[src/rtl/lsr_pkg.sv]
// ---------------------------------------------------------------------------
// lsr_pkg -- shared types and elaboration-time helpers for lsr_stream.
//
// Contents:
//   lsr_state_e    FSM state encoding. ST_DIV_I exists only when
//                  LSR_INTERCEPT_EN is defined.
//   lsr_num_w      numerator width for a given sample width and point count
//   lsr_sx         sum of x over 0..N-1
//   lsr_sxx        sum of x^2 over 0..N-1
//   lsr_den        common denominator N*Sxx - Sx^2
//   lsr_saturate   clamp a signed 64-bit value to a signed out_w-bit range
//
// Configuration macro: LSR_INTERCEPT_EN (adds the intercept state).
// ---------------------------------------------------------------------------
package lsr_pkg;

`ifdef LSR_INTERCEPT_EN
  typedef enum logic [2:0] {
    ST_IDLE  = 3'd0,
    ST_ACCUM = 3'd1,
    ST_CALC  = 3'd2,
    ST_DIV_S = 3'd3,
    ST_DIV_I = 3'd4,
    ST_DONE  = 3'd5
  } lsr_state_e;
`else
  typedef enum logic [2:0] {
    ST_IDLE  = 3'd0,
    ST_ACCUM = 3'd1,
    ST_CALC  = 3'd2,
    ST_DIV_S = 3'd3,
    ST_DONE  = 3'd5
  } lsr_state_e;
`endif

  // Result of a saturation: clamped value plus a flag saying it was clamped.
  typedef struct packed {
    logic               ovf;
    logic signed [63:0] val;
  } lsr_sat_t;

  function automatic int lsr_num_w(input int data_w, input int n);
    return data_w + 3 * $clog2(n) + 2;
  endfunction

  function automatic longint lsr_sx(input int n);
    return (longint'(n) * longint'(n - 1)) / 64'sd2;
  endfunction

  function automatic longint lsr_sxx(input int n);
    return (longint'(n - 1) * longint'(n) * longint'(2 * n - 1)) / 64'sd6;
  endfunction

  function automatic longint lsr_den(input int n);
    return longint'(n) * lsr_sxx(n) - lsr_sx(n) * lsr_sx(n);
  endfunction

  // Clamp v into [-2^(out_w-1), 2^(out_w-1)-1]. The arithmetic wraps
  // correctly for out_w == 64 as well.
  function automatic lsr_sat_t lsr_saturate(input logic signed [63:0] v,
                                            input int out_w);
    logic signed [63:0] hi;
    logic signed [63:0] lo;
    lsr_sat_t           r;
    hi    = (64'sd1 <<< (out_w - 1)) - 64'sd1;
    lo    = -hi - 64'sd1;
    r.ovf = 1'b0;
    r.val = v;
    if (v > hi) begin
      r.val = hi;
      r.ovf = 1'b1;
    end else if (v < lo) begin
      r.val = lo;
      r.ovf = 1'b1;
    end
    return r;
  endfunction

endpackage

[src/rtl/lsr_serial_div.sv]
// ---------------------------------------------------------------------------
// lsr_serial_div -- unsigned restoring divider, one quotient bit per cycle.
//
// Parameters:
//   W      operand and quotient width; a division takes exactly W iterations
// Ports:
//   clk    clock, rising edge
//   rst_n  asynchronous active-low reset
//   load   capture num/den and start a division (ignored state is discarded)
//   num    dividend, unsigned
//   den    divisor, unsigned, must be non-zero
//   quo    quotient, valid while done is high
//   done   high from the cycle after the last iteration until the next load
//
// Timing: load edge, then W iteration edges; done rises on the W-th.
// ---------------------------------------------------------------------------
module lsr_serial_div #(
  parameter int W = 35
) (
  input  logic         clk,
  input  logic         rst_n,
  input  logic         load,
  input  logic [W-1:0] num,
  input  logic [W-1:0] den,
  output logic [W-1:0] quo,
  output logic         done
);

  localparam int CNT_W = $clog2(W);

  logic [W-1:0]     rem_q;
  logic [W-1:0]     quo_q;   // dividend bits shift out of the top, quotient bits in at the bottom
  logic [W-1:0]     den_q;
  logic [CNT_W-1:0] cnt_q;
  logic             run_q;
  logic             done_q;

  logic [W:0] rem_sh;
  logic [W:0] rem_sub;
  logic       take;

  always_comb begin
    rem_sh  = {rem_q, quo_q[W-1]};
    rem_sub = rem_sh - {1'b0, den_q};
    take    = (rem_sh >= {1'b0, den_q});
  end

  always_ff @(posedge clk or negedge rst_n) begin
    if (!rst_n) begin
      rem_q  <= '0;
      quo_q  <= '0;
      den_q  <= '0;
      cnt_q  <= '0;
      run_q  <= 1'b0;
      done_q <= 1'b0;
    end else if (load) begin
      rem_q  <= '0;
      quo_q  <= num;
      den_q  <= den;
      cnt_q  <= '0;
      run_q  <= 1'b1;
      done_q <= 1'b0;
    end else if (run_q) begin
      // The remainder stays below den, so it always fits back into W bits.
      if (take) begin
        rem_q <= W'(rem_sub);
        quo_q <= {quo_q[W-2:0], 1'b1};
      end else begin
        rem_q <= W'(rem_sh);
        quo_q <= {quo_q[W-2:0], 1'b0};
      end
      cnt_q <= cnt_q + CNT_W'(1);
      if (cnt_q == CNT_W'(W - 1)) begin
        run_q  <= 1'b0;
        done_q <= 1'b1;
      end
    end
  end

  assign quo  = quo_q;
  assign done = done_q;

endmodule

[src/rtl/lsr_stream.sv]
// ---------------------------------------------------------------------------
// lsr_stream -- streaming least-squares line fit over N samples y[0..N-1]
// with implicit abscissa x = 0..N-1. Produces slope (and optionally the
// intercept) as signed fixed point with FRAC_W fractional bits, truncated
// toward zero and saturated to OUT_W bits.
//
// Configuration macro: LSR_INTERCEPT_EN. When undefined there is no
// intercept path; the intercept port reads 0 and never sets overflow.
//
// Parameters: DATA_W sample width, N points per fit (2..1024), FRAC_W
// fractional bits, OUT_W result width. DATA_W + 3*clog2(N) + FRAC_W must
// stay below 62 so the signed quotient fits the 64-bit saturation path.
//
// Ports:
//   clk, rst_n          clock (rising edge), asynchronous active-low reset
//   start               opens a fit; honoured only when idle
//   s_valid/s_ready     sample stream, s_data signed DATA_W
//   m_valid/m_ready     result handshake
//   slope, intercept    signed OUT_W results, stable while m_valid && !m_ready
//   overflow            a result was clamped; qualified by m_valid
//   busy                high whenever the engine is not idle
//
// Handshakes: a transfer happens on a rising edge where valid and ready are
// both high; the source holds data stable while valid && !ready. s_ready is
// high only while accumulating; m_valid holds until m_ready is seen.
//
// The FSM state register state_q is the probe point for external checkers.
// ---------------------------------------------------------------------------
module lsr_stream
  import lsr_pkg::*;
#(
  parameter int DATA_W = 16,
  parameter int N      = 7,
  parameter int FRAC_W = 8,
  parameter int OUT_W  = 32
) (
  input  logic                     clk,
  input  logic                     rst_n,
  input  logic                     start,
  input  logic                     s_valid,
  output logic                     s_ready,
  input  logic signed [DATA_W-1:0] s_data,
  output logic                     m_valid,
  input  logic                     m_ready,
  output logic signed [OUT_W-1:0]  slope,
  output logic signed [OUT_W-1:0]  intercept,
  output logic                     overflow,
  output logic                     busy
);

  localparam int NUM_W = lsr_num_w(DATA_W, N);
  localparam int DIV_W = NUM_W + FRAC_W;
  localparam int IDX_W = $clog2(N);

  localparam logic signed [NUM_W-1:0] C_N   = NUM_W'(N);
  localparam logic signed [NUM_W-1:0] C_SX  = NUM_W'(lsr_sx(N));
`ifdef LSR_INTERCEPT_EN
  localparam logic signed [NUM_W-1:0] C_SXX = NUM_W'(lsr_sxx(N));
`endif
  localparam logic [DIV_W-1:0]        C_DEN = DIV_W'(lsr_den(N));
  localparam logic [IDX_W-1:0]        IDX_LAST = IDX_W'(N - 1);

  // Control and registered outputs
  lsr_state_e             state_q;
  logic                   s_ready_q;
  logic                   m_valid_q;
  logic                   busy_q;
  logic                   ovf_q;
  logic signed [OUT_W-1:0] slope_q;
  logic signed [OUT_W-1:0] icpt_q;
  logic                   calc_ph_q;   // CALC runs two phases: products, then differences
  logic                   div_run_q;   // current division has been loaded

  // Datapath registers
  logic [IDX_W-1:0]        idx_q;
  logic signed [NUM_W-1:0] sy_q;
  logic signed [NUM_W-1:0] sxy_q;
  logic signed [NUM_W-1:0] prod_a_q;   // N * Sxy
  logic signed [NUM_W-1:0] prod_b_q;   // Sx * Sy
  logic signed [NUM_W-1:0] nxy_q;
`ifdef LSR_INTERCEPT_EN
  logic signed [NUM_W-1:0] prod_c_q;   // Sxx * Sy
  logic signed [NUM_W-1:0] prod_d_q;   // Sx * Sxy
  logic signed [NUM_W-1:0] ixy_q;
`endif

  // Combinational next values
  logic signed [NUM_W-1:0] y_ext;
  logic signed [NUM_W-1:0] idx_ext;
  logic signed [NUM_W-1:0] sy_d;
  logic signed [NUM_W-1:0] sxy_d;
  logic signed [NUM_W-1:0] cur_num;
  logic                    cur_neg;
  logic [NUM_W-1:0]        cur_mag;
  logic [DIV_W-1:0]        div_num;
  logic                    div_load;
  logic [DIV_W-1:0]        div_quo;
  logic                    div_done;
  logic signed [DIV_W:0]   quo_s;
  logic signed [DIV_W:0]   quo_signed;
  lsr_sat_t                sat_r;

  // All sums and products are kept modulo 2^NUM_W. The true numerators fit
  // in NUM_W signed bits, so the wrapped intermediate products still yield
  // the exact differences.
  always_comb begin
    y_ext   = NUM_W'(s_data);
    idx_ext = NUM_W'({1'b0, idx_q});
    sy_d    = sy_q + y_ext;
    sxy_d   = sxy_q + idx_ext * y_ext;

`ifdef LSR_INTERCEPT_EN
    cur_num  = (state_q == ST_DIV_I) ? ixy_q : nxy_q;
    div_load = ((state_q == ST_DIV_S) || (state_q == ST_DIV_I)) && !div_run_q;
`else
    cur_num  = nxy_q;
    div_load = (state_q == ST_DIV_S) && !div_run_q;
`endif
    // Divide magnitudes and reapply the sign, so the quotient truncates
    // toward zero. The most negative numerator still has a valid unsigned
    // magnitude in NUM_W bits.
    cur_neg    = cur_num[NUM_W-1];
    cur_mag    = cur_neg ? -cur_num : cur_num;
    div_num    = {cur_mag, {FRAC_W{1'b0}}};
    quo_s      = {1'b0, div_quo};
    quo_signed = cur_neg ? -quo_s : quo_s;
    sat_r      = lsr_saturate(64'(quo_signed), OUT_W);
  end

  lsr_serial_div #(
    .W (DIV_W)
  ) u_div (
    .clk   (clk),
    .rst_n (rst_n),
    .load  (div_load),
    .num   (div_num),
    .den   (C_DEN),
    .quo   (div_quo),
    .done  (div_done)
  );

  always_ff @(posedge clk or negedge rst_n) begin
    if (!rst_n) begin
      state_q   <= ST_IDLE;
      s_ready_q <= 1'b0;
      m_valid_q <= 1'b0;
      busy_q    <= 1'b0;
      ovf_q     <= 1'b0;
      slope_q   <= '0;
      icpt_q    <= '0;
      calc_ph_q <= 1'b0;
      div_run_q <= 1'b0;
      idx_q     <= '0;
      sy_q      <= '0;
      sxy_q     <= '0;
      prod_a_q  <= '0;
      prod_b_q  <= '0;
      nxy_q     <= '0;
`ifdef LSR_INTERCEPT_EN
      prod_c_q  <= '0;
      prod_d_q  <= '0;
      ixy_q     <= '0;
`endif
    end else begin
      case (state_q)
        ST_IDLE: begin
          if (start) begin
            state_q   <= ST_ACCUM;
            s_ready_q <= 1'b1;
            busy_q    <= 1'b1;
            idx_q     <= '0;
            sy_q      <= '0;
            sxy_q     <= '0;
          end
        end

        ST_ACCUM: begin
          if (s_valid && s_ready_q) begin
            sy_q  <= sy_d;
            sxy_q <= sxy_d;
            idx_q <= idx_q + IDX_W'(1);
            if (idx_q == IDX_LAST) begin
              state_q   <= ST_CALC;
              s_ready_q <= 1'b0;
              calc_ph_q <= 1'b0;
            end
          end
        end

        ST_CALC: begin
          if (!calc_ph_q) begin
            prod_a_q  <= C_N * sxy_q;
            prod_b_q  <= C_SX * sy_q;
`ifdef LSR_INTERCEPT_EN
            prod_c_q  <= C_SXX * sy_q;
            prod_d_q  <= C_SX * sxy_q;
`endif
            calc_ph_q <= 1'b1;
          end else begin
            nxy_q     <= prod_a_q - prod_b_q;
`ifdef LSR_INTERCEPT_EN
            ixy_q     <= prod_c_q - prod_d_q;
`endif
            ovf_q     <= 1'b0;
            div_run_q <= 1'b0;
            state_q   <= ST_DIV_S;
          end
        end

        ST_DIV_S: begin
          // First cycle issues the load; the stale done of a previous
          // division is ignored until the load has taken effect.
          if (!div_run_q) begin
            div_run_q <= 1'b1;
          end else if (div_done) begin
            slope_q   <= OUT_W'(sat_r.val);
            ovf_q     <= sat_r.ovf;
            div_run_q <= 1'b0;
`ifdef LSR_INTERCEPT_EN
            state_q   <= ST_DIV_I;
`else
            state_q   <= ST_DONE;
            m_valid_q <= 1'b1;
`endif
          end
        end

`ifdef LSR_INTERCEPT_EN
        ST_DIV_I: begin
          if (!div_run_q) begin
            div_run_q <= 1'b1;
          end else if (div_done) begin
            icpt_q    <= OUT_W'(sat_r.val);
            ovf_q     <= ovf_q | sat_r.ovf;
            div_run_q <= 1'b0;
            state_q   <= ST_DONE;
            m_valid_q <= 1'b1;
          end
        end
`endif

        ST_DONE: begin
          if (m_ready) begin
            m_valid_q <= 1'b0;
            busy_q    <= 1'b0;
            state_q   <= ST_IDLE;
          end
        end

        default: begin
          state_q   <= ST_IDLE;
          s_ready_q <= 1'b0;
          m_valid_q <= 1'b0;
          busy_q    <= 1'b0;
        end
      endcase
    end
  end

  assign s_ready   = s_ready_q;
  assign m_valid   = m_valid_q;
  assign busy      = busy_q;
  assign overflow  = ovf_q;
  assign slope     = slope_q;
  assign intercept = icpt_q;

endmodule

[config.mk]
export PLATFORM = sky130hd
export DESIGN_NAME = lsr_stream
export DESIGN_NICKNAME = d
export VERILOG_FILES = /design/src/rtl/lsr_pkg.sv /design/src/rtl/lsr_serial_div.sv /design/src/rtl/lsr_stream.sv
export SDC_FILE = /design/constraint.sdc
export NUM_CORES = 1
export LEC_CHECK = 0
export BUFFER_PORTS_ARGS = -buffer_cell sky130_fd_sc_hd__buf_2
export CORE_UTILIZATION = 40
export CTS_CLUSTER_DIAMETER = 40
export DETAILED_ROUTE_END_ITERATION = 16
export GPL_TIMING_DRIVEN = 0
export PLACE_DENSITY = 0.62
export SETUP_SLACK_MARGIN = 0.05
export SLEW_MARGIN = 25
export SYNTH_ARGS = -nofsm -noshare
export SYNTH_HDL_FRONTEND = slang
export SYNTH_HIERARCHICAL = 1
export SYNTH_SLANG_ARGS = --single-unit
[constraint.sdc]
create_clock -name clk -period 5.6 [get_ports clk]
set_input_delay 1.12 -clock clk [delete_from_list [all_inputs] [get_ports clk]]
set_output_delay 1.12 -clock clk [all_outputs]
set_load 0.02 [all_outputs]
==> results of run 1 <==
-- cell families (layout without fill, tap and decap cells) --
| family | after synthesis | after routing | synth area share |
|---|---|---|---|
| AO/OA/AOI/OAI | 795 | 795 | 0.1905 |
| other | 2 | 75 | 0.0002910 |
| multiplexers | 46 | 46 | 0.01818 |
| AND/OR/NAND/NOR | 916 | 916 | 0.1692 |
| buffers and inverters | 553 | 712 | 0.08823 |
| flip-flops | 292 | 292 | 0.2831 |
| XOR/XNOR | 163 | 163 | 0.05532 |
| adder cells (fa/ha/maj) | 349 | 349 | 0.1951 |
-- worst max-delay path, delay by kind of cell (launching register included) --
| kind | cells | cell delay, ns |
|---|---|---|
| buffers and inverters | 3 | 0.52 |
| and+or+nand+nor | 2 | 0.62 |
| xor gates and xnor gates | 1 | 0.13 |
| AOI/OAI and AO/OA | 7 | 1.58 |
| adders and majority gates | 4 | 1.49 |
| DFF | 1 | 0.57 |
-- layout make-up --
class | count | area share
multi-input combinational | 2344 | 0.5587
sequential | 292 | 0.2474
inverter | 397 | 0.05063
clock buffer | 63 | 0.05000
tap | 846 | 0.03584
buffer | 155 | 0.02635
clock inverter | 38 | 0.01843
timing repair buffer | 59 | 0.01263
-- sequential cells by signal, summed over array words and instances, names as in the netlist, 3 cells and up --
signal / count
sy_q: 27
u_div/quo: 35
u_div/rem_q: 35
u_div/den_q: 35
prod_b_q: 27
idx_q: 3
sxy_q: 27
state_q: 3
slope: 32
prod_a_q: 27
u_div/cnt_q: 6
cur_num: 27
-- path summary, 6_finish.rpt --
path                            cells after the start                           to                startpoint  slack (ns)
worst max register to register                     17        sxy_q[19]$_DFFE_PN0P_      idx_q[1]$_DFFE_PN0P_        0.52
worst max-delay path                               17        sxy_q[19]$_DFFE_PN0P_      idx_q[1]$_DFFE_PN0P_        0.52
worst min register to register                      2     prod_b_q[15]$_DFFE_PN0P_  prod_b_q[15]$_DFFE_PN0P_        0.48
min in group asynchronous                           1  u_div/den_q[20]$_DFFE_PN0P_                     rst_n        0.49
worst min-delay path                                2     prod_b_q[15]$_DFFE_PN0P_  prod_b_q[15]$_DFFE_PN0P_        0.48
max in group asynchronous                           3         sy_q[23]$_DFFE_PN0P_                     rst_n        3.90
-- synth_stat cells, types with 27 or more instances --
master	number	area share
fa_1	89	0.069
a21oi_1	179	0.035
inv_1	396	0.058
nand4_1	27	0.0065
nor2_1	157	0.023
dfrtp_1	292	0.28
xnor2_1	105	0.036
o21ai_0	289	0.056
ha_1	260	0.13
and2_1	58	0.014
buf_4	35	0.010
nand2_1	361	0.053
a211oi_1	28	0.0081
nor3_1	63	0.012
a31oi_1	52	0.013
mux2i_1	39	0.015
xor2_1	58	0.020
nand3_1	91	0.018
a21o_1	60	0.017
clkbuf_1	98	0.014
-- power breakdown --
group	internal, mW	switching [mW]
registers	3.01	0.957
logic	5.23	7.70
clock network	2.34	1.24
total	10.6	9.90
-- routing by layer --
layer  vias to the layer above  routed length [um]
met3                        94                2454
met5                         -                   0
met4                         0                1582
met1                     10066               31900
li1                      11021                   -
met2                       375               28980
-- per-stage QoR --
| stage | setup WS (ns) | instances | hold WS, ns |
|---|---|---|---|
| 2_1_floorplan | 0.7511 | 3189 | 0.4498 |
| 3_3_place_gp | -2.317 | 4091 | 0.4639 |
| 3_5_place_dp | 0.1711 | 4094 | 0.4707 |
| 4_1_cts | 0.4405 | 4195 | 0.4779 |
| 5_1_grt | 0.1323 | 4194 | 0.4984 |
| 6_report | 0.5173 | 4194 | 0.4771 |
-- what timing repair did --
item | 4_1_cts | 5_1_grt
setup buffers | 0 | 0
endpoints found under the hold margin | 0 | 0
resized for setup | 0 | 0
endpoints found under the setup margin | 0 | 1
hold buffers | 0 | 0
==> results.json, run 1 <==
{
  "status": "finished clean",
  "grt_setup_unrepaired": "false",
  "use_met3": 0.02684,
  "startpoint_type": "flip-flop",
  "endpoint_kind": "flip-flop",
  "crit_path_cell_trace": "clkbuf_1 > and2_1 > ha_1 > inv_1 > fa_1 > fa_1 > inv_1 > ha_1 > a21oi_1 > o221ai_1 > a211oi_1 > o21ai_0 > or4_1 > o221ai_1 > o21bai_1 > xnor2_1 > o21ai_0",
  "drtAntennaViolNets": 0,
  "seq_area_frac_synth": 0.2831,
  "final_common_cell": "inv_1",
  "cts_tree": "done",
  "diodes": 0,
  "nFillCells": 6253,
  "final_cell_mix": "396 x inv_1, 361 x nand2_1, 292 x dfrtp_1, 289 x o21ai_0, 260 x ha_1",
  "drc": 0,
  "htreeDepth": 2,
  "fmax_ghz": 0.1967,
  "port_buffers": 56,
  "multiInputGateArea_um2": 16500,
  "final.setup.tns_ns": 0,
  "grt_pass1_vias": 20678,
  "final_nets": 3674,
  "synth_flop_cell": "dfrtp_1",
  "required_ns": 6.05,
  "regArea_um2": 7307,
  "die_w_um": 256.0,
  "post-route-min-period_ns": 5.083,
  "maxCapViolations": 0,
  "ys_seq_elements": 292,
  "design_area_um2": 29530,
  "cts.path.max_buffers": 3,
  "syn_area_per_cell_um2": 8.283,
  "area_growth_pct": 14.42,
  "cts_buffers": 55,
  "worstPathArrival_ns": 5.53,
  "setup_viol": 0,
  "grt_overflow": 0,
  "fin_crit_sh": 0.9076,
  "clock_sinks": 292,
  "post_drt_wl_per_cell_um": 15.48,
  "grt_start_max_net_pins": 83,
  "cpPeakStageDelay_ns": 0.57,
  "hold_path.class": "reg2reg",
  "drtIter0Drc": 1211,
  "start_util": 0.4069,
  "antenna_found_initial": 0,
  "clock_latency_ns": 0.62,
  "die_area_um2": 65540,
  "synth_edf_count": 0,
  "place_area_um2": 27510,
  "max_slew_margin": 0.4301,
  "netlist_instances": 3116,
  "worst_clock_skew_ns": 0.03814,
  "yosysWarnings": 70,
  "met2_usage": 0.3168,
  "core_um2": 63430,
  "top_usage_layer": "met2",
  "clkSlewWorstSetupHoldPaths_ns": 0.05,
  "use_met1": 0.2790,
  "hold_viol": 0,
  "grt_pass1_wl_mm": 108.0,
  "synthesis.area_um2": 25810,
  "grt_use_total": 0.1982,
  "p_leak_nw": 14.54,
  "drv_slew": 0,
  "vias_per_cell": 5.140,
  "finalPower_mw": 20.48,
  "num_rows": 92,
  "gp_congestion": 0.8968,
  "dr.pass1.iters": 5,
  "dr_total_vias": 21556,
  "tightest_slew_ns": 0.8439,
  "dp_hpwl_mm": 51.13,
  "synth_cell_types": 86,
  "clock-root-buffer": "clkbuf_16",
  "peakVddDrop_uv": 310.6,
  "synth_async_sr_flop_share": 1.000,
  "wirelength_mm": 64.92,
  "power_density_nw_per_um2": 693.5,
  "slowest_stage": "dfrtp_1",
  "postLayoutCoreUtil": 0.4656,
  "pin_count": 89,
  "crit_type": "reg2reg",
  "layout-drive-gt1-share": 0.07885,
  "crit_fanout": 10,
  "die_y_um": 256.0
}
(Power assumes the default switching activity.)
==> run 2, diff against run 1 <==
--- a/config.mk
+++ b/config.mk
@@ -11,6 +11,7 @@
 export DETAILED_ROUTE_END_ITERATION = 16
 export GPL_TIMING_DRIVEN = 0
 export PLACE_DENSITY = 0.62
+export REMOVE_ABC_BUFFERS = 1
 export SETUP_SLACK_MARGIN = 0.05
 export SLEW_MARGIN = 25
 export SYNTH_ARGS = -nofsm -noshare
==> results.json, run 2 (synthesis results as in run 1) <==
{
  "drv_slew": 0,
  "hold_buffers": 0,
  "grt_setup_unrepaired": "false",
  "post_cts_resized": 0,
  "final.setup.tns_ns": 0,
  "power_density_nw_per_um2": 687.6,
  "antenna_found_initial": 1,
  "fmax_ghz": 0.1969,
  "final_cell_mix": "396 x inv_1, 358 x nand2_1, 290 x dfrtp_1, 289 x o21ai_0, 260 x ha_1",
  "postCtsSetupRepairBufs": 0,
  "final_nets": 3535,
  "diodes": 0,
  "grt_pass1_wl_mm": 97.58,
  "grt_pass1_vias": 19869,
  "cts_tree": "done",
  "drtIter0Drc": 1023,
  "dr.pass1.iters": 5,
  "endpoint_kind": "flip-flop",
  "grt_use_total": 0.1753,
  "pin_count": 89,
  "port_buffers": 56,
  "tightest_slew_ns": 1.012,
  "setup_viol": 0,
  "crit_fanout": 19,
  "drtAntennaViolNets": 0,
  "die_y_um": 256.0,
  "grt_start_max_net_pins": 90,
  "max_slew_margin": 0.3239,
  "crit_type": "reg2reg",
  "dp_hpwl_mm": 42.83,
  "start_util": 0.4069,
  "maxCapViolations": 0,
  "wirelength_mm": 56.80,
  "layout-drive-gt1-share": 0.07357,
  "core_um2": 63430,
  "clock_latency_ns": 0.61,
  "clock-root-buffer": "clkbuf_16",
  "die_w_um": 256.0,
  "clkSlewWorstSetupHoldPaths_ns": 0.05,
  "required_ns": 6.06,
  "area_growth_pct": 13.20,
  "post_drt_wl_per_cell_um": 14.01,
  "p_leak_nw": 14.35,
  "grt_overflow": 0,
  "final_common_cell": "inv_1",
  "post-route-min-period_ns": 5.080,
  "peakVddDrop_uv": 299.8,
  "htreeDepth": 2,
  "status": "finished clean",
  "dr_total_vias": 20595,
  "worst_clock_skew_ns": 0.03555,
  "die_area_um2": 65540,
  "worstPathArrival_ns": 5.54,
  "fin_crit_sh": 0.9071,
  "vias_per_cell": 5.080,
  "clock_sinks": 292,
  "num_rows": 92,
  "instances_no_fill": 4054,
  "drc": 0,
  "hold_viol": 0,
  "cts.path.max_buffers": 3,
  "startpoint_type": "flip-flop",
  "dp_cells": 3955,
  "hold_path.class": "in2async",
  "cts_buffers": 54,
  "gp_congestion": 0.8579
}
==> run 2: cell types whose count changed in the layout (fill, tap and decap cells not counted), sizes merged <==
cell | previous run | this run
clkbuf | 161 | 67
buf | 116 | 76
clkinv | 12 | 4
bufinv | 9 | 13
clkinvlp | 5 | 4
inv | 409 | 408
==> run 2: cell type report <==
class                      count  area [um2]
multi-input combinational   2344       16550
inverter                     397        1495
clock buffer                  67        1521
timing repair buffer          76       711.9
sequential                   292        7312
fill                        6126       34210
clock inverter                32       564.3
tap                          846        1059
==> run 2: through the flow <==
step                power [mW]  utilization  hold WS [ns]  area, um2  worst slack (ns)
floorplan                13.56            -        0.4498      25300            -1.709
global placement         16.12       0.4200        0.4647      26640            -5.823
detailed placement       16.39       0.4276        0.4696      27120           0.04115
CTS                      20.28       0.4605        0.4825      29210            0.4666
global route             22.29       0.4606        0.5075      29220           0.09977
finish                   20.09       0.4606        0.4571      29220            0.5200
==> run 2: final timing paths <==
check / startpoint / slack, ns / to / cells past startpoint
worst min-delay path: rst_n / 0.46 / slope[7]$_DFFE_PN0P_ / 1
worst max register to register: idx_q[1]$_DFFE_PN0P_ / 0.52 / sxy_q[19]$_DFFE_PN0P_ / 16
max in group asynchronous: rst_n / 4.02 / busy$_DFFE_PN0P_ / 3
worst min register to register: prod_b_q[17]$_DFFE_PN0P_ / 0.48 / prod_b_q[17]$_DFFE_PN0P_ / 2
worst max-delay path: idx_q[1]$_DFFE_PN0P_ / 0.52 / sxy_q[19]$_DFFE_PN0P_ / 16
min in group clk: prod_b_q[17]$_DFFE_PN0P_ / 0.48 / prod_b_q[17]$_DFFE_PN0P_ / 2
==> run 2: critical path: stages (launching register included) <==
cell and delay [ns]:
dfrtp_1 0.79, and2_1 0.23, ha_1 0.25, fa_1 0.54, inv_1 0.05, fa_1 0.49, inv_1 0.04, ha_1 0.36
a21oi_1 0.20, o221ai_1 0.21, a211oi_1 0.57, o21ai_0 0.23, or4_1 0.43, o221ai_1 0.12, o21bai_1 0.12, xnor2_1 0.18
o21ai_0 0.10
==> run 2: power breakdown <==
| part | internal (mW) | switching [mW] | total, mW |
|---|---|---|---|
| Clock | 2.54 | 1.19 | 3.73 |
| Sequential | 3.01 | 0.988 | 3.99 |
| Combinational | 5.16 | 7.21 | 12.4 |
==> run 2: layer usage <==
metal	global-route usage	wire length [um]	vias to the layer above
met5	0	0	-
met4	0.05622	1316	0
met3	0.02129	1819	83
met2	0.2819	25440	267
met1	0.2442	28230	9514
li1	-	-	10731
==> run 3, diff against run 2 <==
--- a/config.mk
+++ b/config.mk
@@ -6,6 +6,7 @@
 export NUM_CORES = 1
 export LEC_CHECK = 0
 export BUFFER_PORTS_ARGS = -buffer_cell sky130_fd_sc_hd__buf_2
+export CORE_ASPECT_RATIO = 1.75
 export CORE_UTILIZATION = 40
 export CTS_CLUSTER_DIAMETER = 40
 export DETAILED_ROUTE_END_ITERATION = 16
==> results.json, run 3 (synthesis results as in run 1) <==
{
  "required_ns": 6.03,
  "setup_viol": 0,
  "port_buffers": 56,
  "pin_count": 89,
  "die_area_um2": 65580,
  "core_um2": 63500,
  "cp_num_buf_inv": 2,
  "max_slew_margin": 0.3534,
  "maxCapViolations": 0,
  "p_leak_nw": 14.05,
  "layout-drive-gt1-share": 0.06631,
  "crit_path_start": "idx_q[1]$_DFFE_PN0P_",
  "crit_type": "reg2reg",
  "worstPathArrival_ns": 5.76,
  "grt_start_max_net_pins": 79,
  "final_common_cell": "inv_1",
  "path_delay_family": "compound AO/OA/AOI/OAI gates",
  "worst_clock_skew_ns": 0.02564,
  "grt_pass1_vias": 21171,
  "final_cell_mix": "396 x inv_1, 358 x nand2_1, 289 x o21ai_0, 289 x dfrtp_1, 260 x ha_1",
  "wirelength_mm": 60.45,
  "cts_buffers": 40,
  "dr.pass1.iters": 5,
  "gp_congestion": 0.8682,
  "r2r_cells": 16,
  "tightest_slew_ns": 0.9676,
  "dr_total_vias": 20892,
  "postCtsSetupRepairBufs": 0,
  "grt_pass1_wl_mm": 102.6,
  "fmax_ghz": 0.1878,
  "final_nets": 3520,
  "grt_use_total": 0.1891,
  "die_w_um": 194.0,
  "peakVddDrop_uv": 236.6,
  "timing.rr.start": "idx_q[1]$_DFFE_PN0P_",
  "cts_tree": "done",
  "hold_viol": 0,
  "cts.path.max_buffers": 3,
  "diodes": 0,
  "vias_per_cell": 5.239,
  "slowest_stage": "dfrtp_1",
  "clock_sinks": 292,
  "design_area_um2": 28510,
  "hold_path.class": "in2async",
  "postLayoutCoreUtil": 0.4490,
  "num_rows": 122,
  "grt_setup_unrepaired": "false",
  "power_density_nw_per_um2": 671.8,
  "place_area_um2": 27080,
  "htreeDepth": 2,
  "drtAntennaViolNets": 0,
  "crit_fanout": 19,
  "clock-root-buffer": "clkbuf_16",
  "drtIter0Drc": 756,
  "drc": 0,
  "antenna_found_initial": 0,
  "drv_slew": 0,
  "dp_hpwl_mm": 47.17,
  "worst-path-stages": 16,
  "post_drt_wl_per_cell_um": 15.16,
  "endpoint_kind": "flip-flop",
  "grt_overflow": 0,
  "nFillCells": 6360,
  "startpoint_type": "flip-flop",
  "crit_path_cell_trace": "and2_1 > ha_1 > fa_1 > inv_1 > fa_1 > inv_1 > ha_1 > a21oi_1 > o221ai_1 > a211oi_1 > o21ai_0 > or4_1 > o221ai_1 > o21bai_1 > xnor2_1 > o21ai_0",
  "clock_latency_ns": 0.56,
  "clkSlewWorstSetupHoldPaths_ns": 0.06,
  "area_growth_pct": 10.47,
  "post-route-min-period_ns": 5.326,
  "fin_crit_sh": 0.9510,
  "start_util": 0.4064,
  "die_y_um": 338.0,
  "status": "finished clean",
  "cpPeakStageDelay_ns": 0.82
}
==> run 3: changes by cell type in the layout (fill, tap and decap cells not counted), sizes merged <==
cell      delta
clkinvlp     -2
buf          -1
clkinv       +3
inv          +1
bufinv       -8
clkbuf      -19
==> run 3: cell type report <==
type / count / area (um2) / area share
inverter: 397 / 1495 / 0.05244
clock buffer: 48 / 1092 / 0.03831
multi-input combinational: 2344 / 16560 / 0.5810
sequential: 292 / 7316 / 0.2566
clock inverter: 26 / 330.3 / 0.01159
tap: 806 / 1008 / 0.03537
timing repair buffer: 75 / 703.2 / 0.02466
==> run 3: power by group <==
group          total (mW)  switching (mW)  internal (mW)  leakage, nW
clock                2.73            1.07           1.66        0.697
sequential           4.03            1.02           3.00         3.75
combinational        12.4            7.23           5.17         9.60
total                19.2            9.32           9.83         14.0
==> run 3: metrics by stage <==
stage	hold slack [ns]	power, mW	setup slack, ns	TNS, ns	std cells
global placement	0.4622	16.22	-5.802	-1097.79	3895
floorplan	0.4498	13.56	-1.709	-79.24	3033
CTS	0.4611	19.38	0.08567	0	3988
global route	0.4949	21.26	0.05939	0	3988
finish	0.4585	19.15	0.2742	0	3988
detailed placement	0.4702	16.53	-0.2710	-0.4175	3914
==> run 3: layer usage <==
| metal | wire length (um) | vias up | track usage |
|---|---|---|---|
| met5 | 0 | - | 0 |
| met4 | 2617 | 0 | 0.08950 |
| met3 | 1329 | 121 | 0.01731 |
| met2 | 33120 | 285 | 0.3792 |
| met1 | 23380 | 9835 | 0.1947 |
| li1 | - | 10651 | - |
==> run 3: worst register-to-register path, cell delays in order, from the launching register on <==
cell      delay (ns)
dfrtp_1         0.82
and2_1          0.26
ha_1            0.25
fa_1            0.54
inv_1           0.05
fa_1            0.49
inv_1           0.04
ha_1            0.35
a21oi_1         0.18
o221ai_1        0.25
a211oi_1        0.73
o21ai_0         0.30
or4_1           0.46
o221ai_1        0.13
o21bai_1        0.13
xnor2_1         0.15
o21ai_0         0.09
==> run 3: what timing repair did <==
action,in CTS,in global routing
setup endpoints to repair,0,3
gates resized for setup,0,2
hold buffers,0,0
==> run 3: final timing paths <==
path,end,slack (ns)
setup reg to reg,sxy_q[19]$_DFFE_PN0P_,0.27
hold reg to reg,prod_b_q[9]$_DFFE_PN0P_,0.47
hold / removal,slope[6]$_DFFE_PN0P_,0.46
max in group asynchronous,idx_q[2]$_DFFE_PN0P_,4.08
min in group clk,prod_b_q[9]$_DFFE_PN0P_,0.47
setup / recovery,sxy_q[19]$_DFFE_PN0P_,0.27
